===== config.mk =====
export PLATFORM = sky130hd
export DESIGN_NAME = mem_arbiter
export DESIGN_NICKNAME = d
export VERILOG_FILES = /design/src/rtl/mem_arb_pkg.sv /design/src/rtl/arb_pick.sv /design/src/rtl/mem_arbiter.sv
export SDC_FILE = /design/constraint.sdc
export NUM_CORES = 1
export LEC_CHECK = 0
export BUFFER_PORTS_ARGS = -buffer_cell sky130_fd_sc_hd__buf_4
export CORE_UTILIZATION = 43
export DETAILED_ROUTE_END_ITERATION = 8
export PLACE_DENSITY = 0.79
export SLEW_MARGIN = 20
export SYNTH_ARGS = -nofsm -noshare
export SYNTH_HDL_FRONTEND = slang
export SYNTH_SLANG_ARGS = --single-unit

===== constraint.sdc =====
create_clock -name clock -period 1.9 [get_ports clock]
set_clock_uncertainty 0.1 [all_clocks]
set_input_delay 0.38 -clock clock [delete_from_list [all_inputs] [get_ports clock]]
set_output_delay 0.38 -clock clock [all_outputs]
set_load 0.005 [all_outputs]

===== src/rtl/mem_arb_pkg.sv =====
// Shared definitions for the memory arbiter: FSM state codes and requester indices.
package mem_arb_pkg;

  typedef logic [1:0] state_t;

  // FSM states
  localparam state_t IDLE  = 2'd0;
  localparam state_t ISSUE = 2'd1;
  localparam state_t WAIT  = 2'd2;
  localparam state_t RESP  = 2'd3;

  // Requester indices into req/we/addr/wdata
  localparam int unsigned REQ_LD  = 0;  // program loader
  localparam int unsigned REQ_IF  = 1;  // instruction fetch
  localparam int unsigned REQ_DM  = 2;  // data access
  localparam int unsigned NUM_REQ = 3;

endpackage


===== src/rtl/arb_pick.sv =====
// Combinational winner selection for the memory arbiter.
//   req : request vector, bit 0 = loader, bit 1 = fetch, bit 2 = data
//   ptr : round-robin start index (ignored in the fixed-priority build)
//   win : one-hot winner, all zero when no request is present
// Build option: MEM_ARB_ROUND_ROBIN_EN selects the round-robin search starting at ptr;
// otherwise fixed priority loader > data > fetch.
module arb_pick
  import mem_arb_pkg::*;
(
  input  logic [NUM_REQ-1:0] req,
  input  logic [1:0]         ptr,
  output logic [NUM_REQ-1:0] win
);

`ifdef MEM_ARB_ROUND_ROBIN_EN
  always_comb begin
    logic found;
    int unsigned idx;
    win   = '0;
    found = 1'b0;
    for (int unsigned k = 0; k < NUM_REQ; k++) begin
      idx = int'(ptr) + k;
      if (idx >= NUM_REQ) idx = idx - NUM_REQ;
      if (!found && req[idx]) begin
        win[idx] = 1'b1;
        found    = 1'b1;
      end
    end
  end
`else
  logic unused_ptr;
  assign unused_ptr = ^ptr;

  always_comb begin
    win = '0;
    if (req[REQ_LD])      win[REQ_LD] = 1'b1;
    else if (req[REQ_DM]) win[REQ_DM] = 1'b1;
    else if (req[REQ_IF]) win[REQ_IF] = 1'b1;
  end
`endif

endmodule


===== src/rtl/mem_arbiter.sv =====
// Shares one single-port synchronous RAM between the program loader, the core instruction
// fetch and the core data port. Each access runs IDLE -> ISSUE [-> WAIT] [-> RESP] -> IDLE.
// Ports:
//   clock, reset           : rising-edge clock, synchronous active-high reset
//   req, we                : per-requester request / write flag (bit i = requester i)
//   addr, wdata            : per-requester address / write data, slice i belongs to requester i
//   gnt, rvalid            : one-hot pulses for request accepted / read data valid
//   rdata                  : shared read data, held between responses
//   busy                   : FSM not in IDLE
//   mem_addr, mem_wdata,
//   mem_rden, mem_wren     : RAM side address, data and strobes
//   mem_q                  : RAM read data, valid RD_LAT clocks after the strobe edge
// Build option: MEM_ARB_ROUND_ROBIN_EN enables round-robin arbitration (default fixed priority).
module mem_arbiter
  import mem_arb_pkg::*;
#(
  parameter int unsigned ADDR_W = 9,
  parameter int unsigned DATA_W = 16,
  parameter int unsigned RD_LAT = 1
) (
  input  logic                       clock,
  input  logic                       reset,
  input  logic [NUM_REQ-1:0]         req,
  input  logic [NUM_REQ-1:0]         we,
  input  logic [NUM_REQ*ADDR_W-1:0]  addr,
  input  logic [NUM_REQ*DATA_W-1:0]  wdata,
  output logic [NUM_REQ-1:0]         gnt,
  output logic [NUM_REQ-1:0]         rvalid,
  output logic [DATA_W-1:0]          rdata,
  output logic                       busy,
  output logic [ADDR_W-1:0]          mem_addr,
  output logic [DATA_W-1:0]          mem_wdata,
  output logic                       mem_rden,
  output logic                       mem_wren,
  input  logic [DATA_W-1:0]          mem_q
);

  localparam int unsigned CntW = (RD_LAT > 1) ? $clog2(RD_LAT) : 1;

  state_t              state_q, state_d;
  logic [CntW-1:0]     cnt_q, cnt_d;
  logic [NUM_REQ-1:0]  win, win_q;
  logic                we_sel, we_q;
  logic [ADDR_W-1:0]   addr_sel, addr_q;
  logic [DATA_W-1:0]   wdata_sel, wdata_q, rdata_q;
  logic [1:0]          ptr;
  logic                take;

  // A request is only accepted from IDLE; anything raised while busy waits.
  assign take = (state_q == IDLE) && (|req);

  arb_pick u_arb_pick (
    .req (req),
    .ptr (ptr),
    .win (win)
  );

`ifdef MEM_ARB_ROUND_ROBIN_EN
  logic [1:0] ptr_q, ptr_d;

  assign ptr = ptr_q;

  // Next search starts just after the requester that won.
  always_comb begin
    ptr_d = ptr_q;
    if (take) begin
      unique case (win)
        3'b001:  ptr_d = 2'd1;
        3'b010:  ptr_d = 2'd2;
        3'b100:  ptr_d = 2'd0;
        default: ptr_d = ptr_q;
      endcase
    end
  end

  always_ff @(posedge clock) begin
    if (reset) ptr_q <= 2'd0;
    else       ptr_q <= ptr_d;
  end
`else
  assign ptr = 2'd0;
`endif

  // Mux the winning requester's fields.
  always_comb begin
    we_sel    = 1'b0;
    addr_sel  = '0;
    wdata_sel = '0;
    for (int unsigned i = 0; i < NUM_REQ; i++) begin
      if (win[i]) begin
        we_sel    = we[i];
        addr_sel  = addr[i*ADDR_W +: ADDR_W];
        wdata_sel = wdata[i*DATA_W +: DATA_W];
      end
    end
  end

  always_comb begin
    state_d = state_q;
    cnt_d   = cnt_q;
    case (state_q)
      IDLE: begin
        if (take) state_d = ISSUE;
      end
      ISSUE: begin
        if (we_q) begin
          state_d = IDLE;
        end else if (RD_LAT > 1) begin
          // WAIT spans RD_LAT-1 cycles: count RD_LAT-2 down to 0.
          state_d = WAIT;
          cnt_d   = CntW'(RD_LAT - 2);
        end else begin
          state_d = RESP;
        end
      end
      WAIT: begin
        if (cnt_q == '0) state_d = RESP;
        else             cnt_d   = cnt_q - CntW'(1);
      end
      RESP: begin
        state_d = IDLE;
      end
      default: state_d = IDLE;
    endcase
  end

  always_ff @(posedge clock) begin
    if (reset) begin
      state_q <= IDLE;
      cnt_q   <= '0;
      win_q   <= '0;
      we_q    <= 1'b0;
      addr_q  <= '0;
      wdata_q <= '0;
      rdata_q <= '0;
    end else begin
      state_q <= state_d;
      cnt_q   <= cnt_d;
      if (take) begin
        win_q   <= win;
        we_q    <= we_sel;
        addr_q  <= addr_sel;
        wdata_q <= wdata_sel;
      end
      if (state_q == RESP) rdata_q <= mem_q;
    end
  end

  // addr_q/wdata_q only change on entry to ISSUE, so they hold their value elsewhere.
  assign mem_addr  = addr_q;
  assign mem_wdata = wdata_q;
  assign mem_wren  = (state_q == ISSUE) && we_q;
  assign mem_rden  = (state_q == ISSUE) && !we_q;
  assign gnt       = (state_q == ISSUE) ? win_q : '0;
  assign rvalid    = (state_q == RESP) ? win_q : '0;
  // In RESP the RAM output is passed straight through so rdata lines up with rvalid.
  assign rdata     = (state_q == RESP) ? mem_q : rdata_q;
  assign busy      = (state_q != IDLE);

endmodule


==> impl_metrics.toml, run 1 <==
[status]
outcome = "complete, no violations"

[place]
dp_slack_ns = 0.163
io_buffers = 148
gp_congestion = 0.833
dpl.hpwl_um = 5220
postPlaceCellArea_sq_mm = 0.00348
dp_cells = 485

[timing]
worst_pin_slew_ns = 0.583
final.setup.tns_ns = 0
finalSetupViolCount = 0
timing.hold.ws_ns = 0.270
period_minus_slack_ns = 1.83
slew_viol_final = 0
clock.fmax_mhz = 545
grt_setup_unrepaired = "no"
hold_violations = 0
worst_slack_ns = 0.0654
slew_headroom_pct = 61.0
finalCritPeriodShare_pct = 96.6

[synth]
synthArstFlopShare_pct = 0
avgSynthCellArea_sq_um = 8.36
synth_cells = 285
ys_seq_elements = 47
synthDistinctLibCells = 27
syn-num-nets = 384
synth_area_sq_mm = 0.00238
yosys_warnings = 0
synthFlopType = "dfxtp_1"
ys_seq_area_share_pct = 39.5
synth_edf_count = 0

[die]
io_pins = 149
die-area_sq_mm = 0.00584
row_count = 26
start_util_pct = 45.5
fp.dieH_um = 76.5
core_area_sq_mm = 0.00524
fp.dieW_um = 76.5

[clocking]
clockRootBuffer = "clkbuf_8"
cts_buffer_depth = 2
cts_hold_buf = 0
cts.sinks = 47
clkTransAtPathRegs_ns = 0.08
cts_buffers = 5
cts_setup_buffers = 0
htreeDepth = 2
clk-insertion-delay-late_ns = 0.29
tritoncts = "yes"

[drt]
drt-wirelength-per-cell_um = 14.0
drtIter0Drc = 116
dr_total_vias = 2554
vias_per_cell = 5.19
ant_nets = 0
routed_wl_um = 6880
dr.pass1.iters = 4
drc = 0

[cells_and_area]
stdcell_area_sq_mm = 0.00358
final_common_cell = "buf_4"
antenna-diode-count = 0
mostFrequentLayoutCells = "156 x buf_4, 52 x a21oi_1, 49 x nand2_1"
syn2layout_area_growth_pct = 50.4
instances_no_fill = 492
regArea_sq_um = 948
multi_input_area_sq_mm = 0.00128
drive_gt1_share_pct = 44.5
fillerInstances = 424
fin_util_pct = 68.4
fin_nets = 521

[pwr]
power_density_mw_per_mm2 = 759
seq_power_share_pct = 43.7
p_leak_nw = 1.65
p_comb_share_pct = 34.5
p_clk_share_pct = 21.8
fin_total_pwr_mw = 2.72
power.switching_mw = 0.818
power.internal_mw = 1.90
switching_share_pct = 30.1
vdd_ir_drop_max_mv = 0.339

[setup_path]
rr_endpoint = "mem_wdata[14]"
crit_chain = "nand2_8, mux2_2, buf_4"
critical_path.startpoint = "state_q[0]"
reg2reg_slack_ns = 0.22
required_ns = 1.42
cp.arrival_ns = 1.35
critical_path_class = "register to output pin"
reg2regPathDepth = 5
cp_max_fo = 16
startpoint_type = "register"
endpoint_kind = "output pin"
r2r_start = "state_q[1]"
slowest_stage = "dfxtp_4"
max_stage_delay_ns = 0.39

[flow_run]
cap_violations = 0

[grt]
track_usage_pct = 24.0
grt_pass1_vias = 2464
grt_pass1_wl_um = 11300
grt_max_degree = 48
antenna_found_initial = 0
grt-ovfl-total = 0

[min_path]
hold_depth = 3
worstHoldEndpoint = "we_q"
hp-start = "we[0]"
hold_path_class = "primary input to register"
critical path, delay by kind of cell (launching register included):
family / cells / cell delay (ns)
buffers and inverters: 1 / 0.14
flip-flops: 1 / 0.39
multiplexers: 1 / 0.37
AND/OR/NAND/NOR: 1 / 0.16
worst max path at each step:
| stage | to | slack (ns) | cells past startpoint |
|---|---|---|---|
| after floorplan | rdata[10] | 0.40 | 4 |
| after global placement | rdata[8] | 0.23 | 3 |
| after CTS | rdata[7] | 0.01 | 3 |
| final | rdata[6] | 0.07 | 3 |
| after global routing | rdata[4] | 0.002 | 3 |
| after detailed placement | mem_wdata[14] | 0.16 | 5 |
cell type report:
cell class / count / share of cell area [%]
clock inverters: 1 / 0.140
repair buffers: 156 / 32.7
multi-input cells: 209 / 35.7
clock buffers: 6 / 2.30
well taps: 70 / 2.44
inverters: 3 / 0.314
flip-flops and latches: 47 / 26.5
cells by family (layout without fill, tap and decap cells):
logic type,after synthesis,after routing,synth area share (%)
flops,47,47,39.5
mux,16,16,8.82
buf+inv,29,166,7.24
simple gates,86,86,18.4
compound gates,107,107,26.1
cell usage after synthesis, types with 3 or more instances:
master    number  share of area, %
mux2_4         8               5.0
clkbuf_1      12               1.9
o21ai_0       24               5.0
dfxtp_1       47                39
buf_2          6               1.3
and2_1         4               1.0
a21oi_1       52                11
and3_1         3              0.79
nand2_1       49               7.7
mux2_2         8               3.8
nor2_1         6              0.94
a221o_1        3               1.3
o211ai_1      26               8.2
nor2b_1       15               3.9
buf_6          7               3.3
power by group through the flow:
stage	clock network [mW]	logic [mW]	registers [mW]
detailed placement	0	0.944	1.20
CTS	0.612	0.949	1.19
floorplan	0	0.536	1.19
global route	0.662	1.04	1.21
global placement	0	0.930	1.20
finish	0.592	0.938	1.19
timing repair:
action,4_1_cts,5_1_grt
cloned,0,0
setup endpoints to repair,16,16
gates resized for setup,3,2
flip-flops by register name, indices dropped and copies added (netlist names):
signal and flops:
mem_wdata 16, rdata_q 16, mem_addr 9, win_q 3
state_q 2, we_q 1
routing by layer:
| layer | global-route usage (%) | part of all wire (%) |
|---|---|---|
| met5 | 0 | 0 |
| met4 | 9.62 | 2.9 |
| met3 | 7.19 | 7.6 |
| met2 | 38.8 | 48 |
| met1 | 29.8 | 41 |
Note: power is estimated with default switching activity, not from simulation.
==> run 2, diff against run 1 <==
--- a/config.mk
+++ b/config.mk
@@ -9,6 +9,7 @@
 export CORE_UTILIZATION = 43
 export DETAILED_ROUTE_END_ITERATION = 8
 export PLACE_DENSITY = 0.79
+export SETUP_SLACK_MARGIN = 0.4
 export SLEW_MARGIN = 20
 export SYNTH_ARGS = -nofsm -noshare
 export SYNTH_HDL_FRONTEND = slang
==> run 2 against run 1 <==
Core utilization rose by 5.6 points. Largest cell class is now non-clock buffers. Global-route usage rose by 2.0 points. Worst setup slack improved by 0.052 ns. Via count up 4.1%. Sequential power is essentially flat. Combinational power is 28% higher.
==> impl_metrics.toml, run 2 (synthesis results as in run 1) <==
[place]
postPlaceCellArea_sq_mm = 0.00348
dp_slack_ns = 0.163
io_buffers = 148
gp_congestion = 0.833
dpl.hpwl_um = 5220

[pwr]
p_comb_share_pct = 40.1
power.switching_mw = 0.921
power_density_mw_per_mm2 = 773
seq_power_share_pct = 40.2
switching_share_pct = 30.7
fin_total_pwr_mw = 3.00
p_leak_nw = 1.79
power.internal_mw = 2.08
p_clk_share_pct = 19.7
vdd_ir_drop_max_mv = 0.340

[die]
fp.dieH_um = 76.5
row_count = 26
core_area_sq_mm = 0.00524
fp.dieW_um = 76.5
io_pins = 149
start_util_pct = 45.5
die-area_sq_mm = 0.00584

[cells_and_area]
fin_util_pct = 74.0
stdcell_area_sq_mm = 0.00388
mostFrequentLayoutCells = "147 x buf_4, 52 x a21oi_1, 49 x nand2_1"
drive_gt1_share_pct = 47.5
final_common_cell = "buf_4"
syn2layout_area_growth_pct = 62.6
fillerInstances = 387
antenna-diode-count = 0
fin_nets = 537

[grt]
track_usage_pct = 26.1
antenna_found_initial = 0
grt-ovfl-total = 0
grt_pass1_wl_um = 12200
grt_pass1_vias = 2615
grt_max_degree = 48

[setup_path]
reg2regPathDepth = 8
rr_endpoint = "mem_wdata[14]"
startpoint_type = "register"
required_ns = 1.42
cp.arrival_ns = 1.30
cp_max_fo = 8
reg2reg_slack_ns = 0.33
critical_path_class = "register to output pin"
endpoint_kind = "output pin"
r2r_start = "state_q[0]"

[drt]
dr_total_vias = 2659
routed_wl_um = 7680
dr.pass1.iters = 4
vias_per_cell = 5.23
drt-wirelength-per-cell_um = 15.1
drtIter0Drc = 125
ant_nets = 0
drc = 0

[clocking]
clkTransAtPathRegs_ns = 0.08
cts_hold_buf = 0
cts.sinks = 47
htreeDepth = 2
clk-insertion-delay-late_ns = 0.29
cts_buffer_depth = 2
clockRootBuffer = "clkbuf_8"
tritoncts = "yes"
cts_buffers = 5

[timing]
slew_headroom_pct = 64.2
hold_violations = 0
grt_setup_unrepaired = "yes"
period_minus_slack_ns = 1.78
finalCritPeriodShare_pct = 93.8
slew_viol_final = 0
worst_pin_slew_ns = 0.538
final.setup.tns_ns = 0
clock.fmax_mhz = 561
worst_slack_ns = 0.117
finalSetupViolCount = 0

[flow_run]
cap_violations = 0

[min_path]
hp-start = "we[0]"
hold_path_class = "primary input to register"
hold_depth = 3
worstHoldEndpoint = "we_q"

[status]
outcome = "complete, no violations"
[run 2: what timing repair did]
item                       4_1_cts  5_1_grt
setup buffers                    9        4
hold endpoints to repair         0        0
gates resized for setup         36        5
pin swaps                        4        2
setup endpoints to repair       51       52
cloned                           2        1
[run 2: layout make-up]
cell class / instances / area (sq um) / area share, %
Inverter: 3 / 13.8 / 0.355
Clock buffer: 6 / 82.6 / 2.13
Multi-Input combinational cell: 211 / 1370 / 35.2
Sequential cell: 47 / 948 / 24.5
Clock inverter: 1 / 5.00 / 0.129
Timing Repair Buffer: 170 / 1370 / 35.4
Tap cell: 70 / 87.6 / 2.26
[run 2: through the flow]
step	hold slack [ns]	cells
2_1_floorplan	0.345	285
3_3_place_gp	0.342	485
3_5_place_dp	0.348	485
4_1_cts	0.270	503
5_1_grt	0.275	508
6_report	0.272	508
[run 2: worst max-delay path, cell delays in order (launching register included)]
cell	delay, ns
dfxtp_4	0.45
nand2_8	0.11
mux2_4	0.33
buf_6	0.12
[run 2: routing by layer]
metal	global-route usage, %	part of all wire [%]	routed length (um)
met2	45.0	51	3890
met3	7.31	6.3	481
met1	30.5	41	3130
met4	9.62	2.3	173
met5	0	0	0
[run 2: worst max path at each step]
stage,start,end,slack (ns),cells past startpoint
floorplan,state_q[1],rdata[10],0.40,4
finish,state_q[1],rdata[10],0.12,3
detailed placement,state_q[1],mem_wdata[14],0.16,5
CTS,state_q[0],rdata[4],0.11,3
global route,state_q[1],rdata[4],0.06,3
global placement,state_q[1],rdata[8],0.23,3
[run 2: power by group through the flow]
stage,combinational [mW],sequential [mW],clock (mW)
6_report,1.20,1.20,0.591
5_1_grt,1.31,1.22,0.653
4_1_cts,1.09,1.20,0.612
3_5_place_dp,0.944,1.20,0
3_3_place_gp,0.930,1.20,0
2_1_floorplan,0.536,1.19,0
==> run 3, diff against run 2 <==
==> constraint.sdc (replaced) <==
create_clock -name clock -period 1.9 [get_ports clock]
set_clock_uncertainty 0.1 [all_clocks]
set_input_delay 0.19 -clock clock [delete_from_list [all_inputs] [get_ports clock]]
set_output_delay 0.19 -clock clock [all_outputs]
set_load 0.005 [all_outputs]
==> run 3 against run 2 <==
Core utilization shrank 2.0 points. Via count fell by 3.6%. Combinational power decreased by 9%. Routed wire length fell by 7.6%. Worst setup slack better by 0.18 ns. Final cell count fell by 1.4%. Fmax increased by 11%. Clock power is 3% lower. Largest power group unchanged. Highest routed layer unchanged.
==> impl_metrics.toml, run 3 (synthesis results as in run 1) <==
[clocking]
tritoncts = "yes"
cts_hold_buf = 0
clkTransAtPathRegs_ns = 0.09
cts_buffer_depth = 2
cts.sinks = 47
htreeDepth = 2
clk-insertion-delay-late_ns = 0.29
cts_buffers = 5
clockRootBuffer = "clkbuf_8"

[timing]
clock.fmax_mhz = 625
slew_viol_final = 0
worst_pin_slew_ns = 0.511
worst_slack_ns = 0.300
final.setup.tns_ns = 0
finalCritPeriodShare_pct = 84.2
slew_headroom_pct = 65.9
hold_violations = 0
grt_setup_unrepaired = "yes"
finalSetupViolCount = 0
period_minus_slack_ns = 1.60

[setup_path]
critPathBufInv = 1
startpoint_type = "register"
endpoint_kind = "output pin"
crit_chain = "nand2_8, mux2_4, buf_6"
slowest_stage = "dfxtp_4"
cp.arrival_ns = 1.31
cp_max_fo = 8
required_ns = 1.61
critPathTopFamily = "flip-flops"
r2r_start = "state_q[1]"
max_stage_delay_ns = 0.46
reg2reg_slack_ns = 0.37
critical_path_class = "register to output pin"
rr_endpoint = "mem_addr[8]"
reg2regPathDepth = 7

[flow_run]
cap_violations = 0

[drt]
drc = 0
ant_nets = 0
routed_wl_um = 7100
vias_per_cell = 5.11
drt-wirelength-per-cell_um = 14.2
dr_total_vias = 2562
drtIter0Drc = 103
dr.pass1.iters = 4

[grt]
grt-busiest-layer = "met2"
met3_usage_pct = 8.38
met2_usage_pct = 41.7
antenna_found_initial = 0
use_met1_pct = 28.1
grt-ovfl-total = 0
grt_max_degree = 48
grt_pass1_wl_um = 11400
track_usage_pct = 24.3
grt_pass1_vias = 2442

[cells_and_area]
drive_gt1_share_pct = 45.7
antenna-diode-count = 0
final_common_cell = "buf_4"
fin_nets = 529
mostFrequentLayoutCells = "143 x buf_4, 52 x a21oi_1, 49 x nand2_1"
syn2layout_area_growth_pct = 58.3
instances_no_fill = 501
fin_util_pct = 72.0

[die]
core_area_sq_mm = 0.00524
fp.dieH_um = 76.5
io_pins = 149
die-area_sq_mm = 0.00584
row_count = 26
start_util_pct = 45.5
fp.dieW_um = 76.5

[place]
dpl.hpwl_um = 5090
dp_slack_ns = 0.377
dp_cells = 484
io_buffers = 148
gp_congestion = 0.839

[min_path]
hold_depth = 3
hp-start = "we[0]"
worstHoldEndpoint = "we_q"
hold_path_class = "primary input to register"

[pwr]
fin_total_pwr_mw = 2.87
p_leak_nw = 1.73
power_density_mw_per_mm2 = 761
vdd_ir_drop_max_mv = 0.358

[status]
outcome = "complete, no violations"
run 3: worst max path at each step:
stage | from | end | slack (ns) | cells past startpoint
5_1_grt | state_q[0] | rdata[10] | 0.25 | 3
2_1_floorplan | state_q[1] | rdata_q[10] | 0.53 | 5
3_3_place_gp | state_q[1] | rdata[14] | 0.43 | 3
3_5_place_dp | state_q[1] | rdata[4] | 0.38 | 3
4_1_cts | state_q[0] | rdata[10] | 0.30 | 3
6_report | state_q[0] | rdata[10] | 0.30 | 3
run 3: layer usage:
| layer | vias up | routed length [um] |
|---|---|---|
| met5 | - | 0 |
| met4 | 0 | 108 |
| met3 | 8 | 562 |
| met2 | 112 | 3570 |
| met1 | 1156 | 2850 |
| li1 | 1286 | - |
run 3: cell type report:
type / count / area [sq um]
clock inverter: 1 / 5.00
sequential: 47 / 948
inverter: 3 / 11.3
fill: 421 / 1470
multi-input combinational: 210 / 1340
timing repair buffer: 163 / 1300
clock buffer: 7 / 76.3
tap: 70 / 87.6
run 3: metrics by stage:
step	instance area [sq um]	hold WS, ns
final	3770	0.0843
after global routing	3770	0.0937
after CTS	3660	0.0794
after detailed placement	3470	0.348
after global placement	3470	0.342
after floorplan	2380	0.291
run 3: repair_timing:
action	4_1_cts	5_1_grt
resized for setup	18	22
pin swaps	2	2
endpoints found under the setup margin	21	49
setup buffers	3	4
gates cloned	1	1
run 3: tightest hold or removal path, stage by stage:
cell and delay, ns:
buf_4 0.08, o211ai_1 0.07, a21oi_1 0.11
run 3: where the power goes:
| group | internal, mW | switching (mW) |
|---|---|---|
| registers | 1.11 | 0.0918 |
| logic | 0.617 | 0.475 |
| clock network | 0.259 | 0.317 |
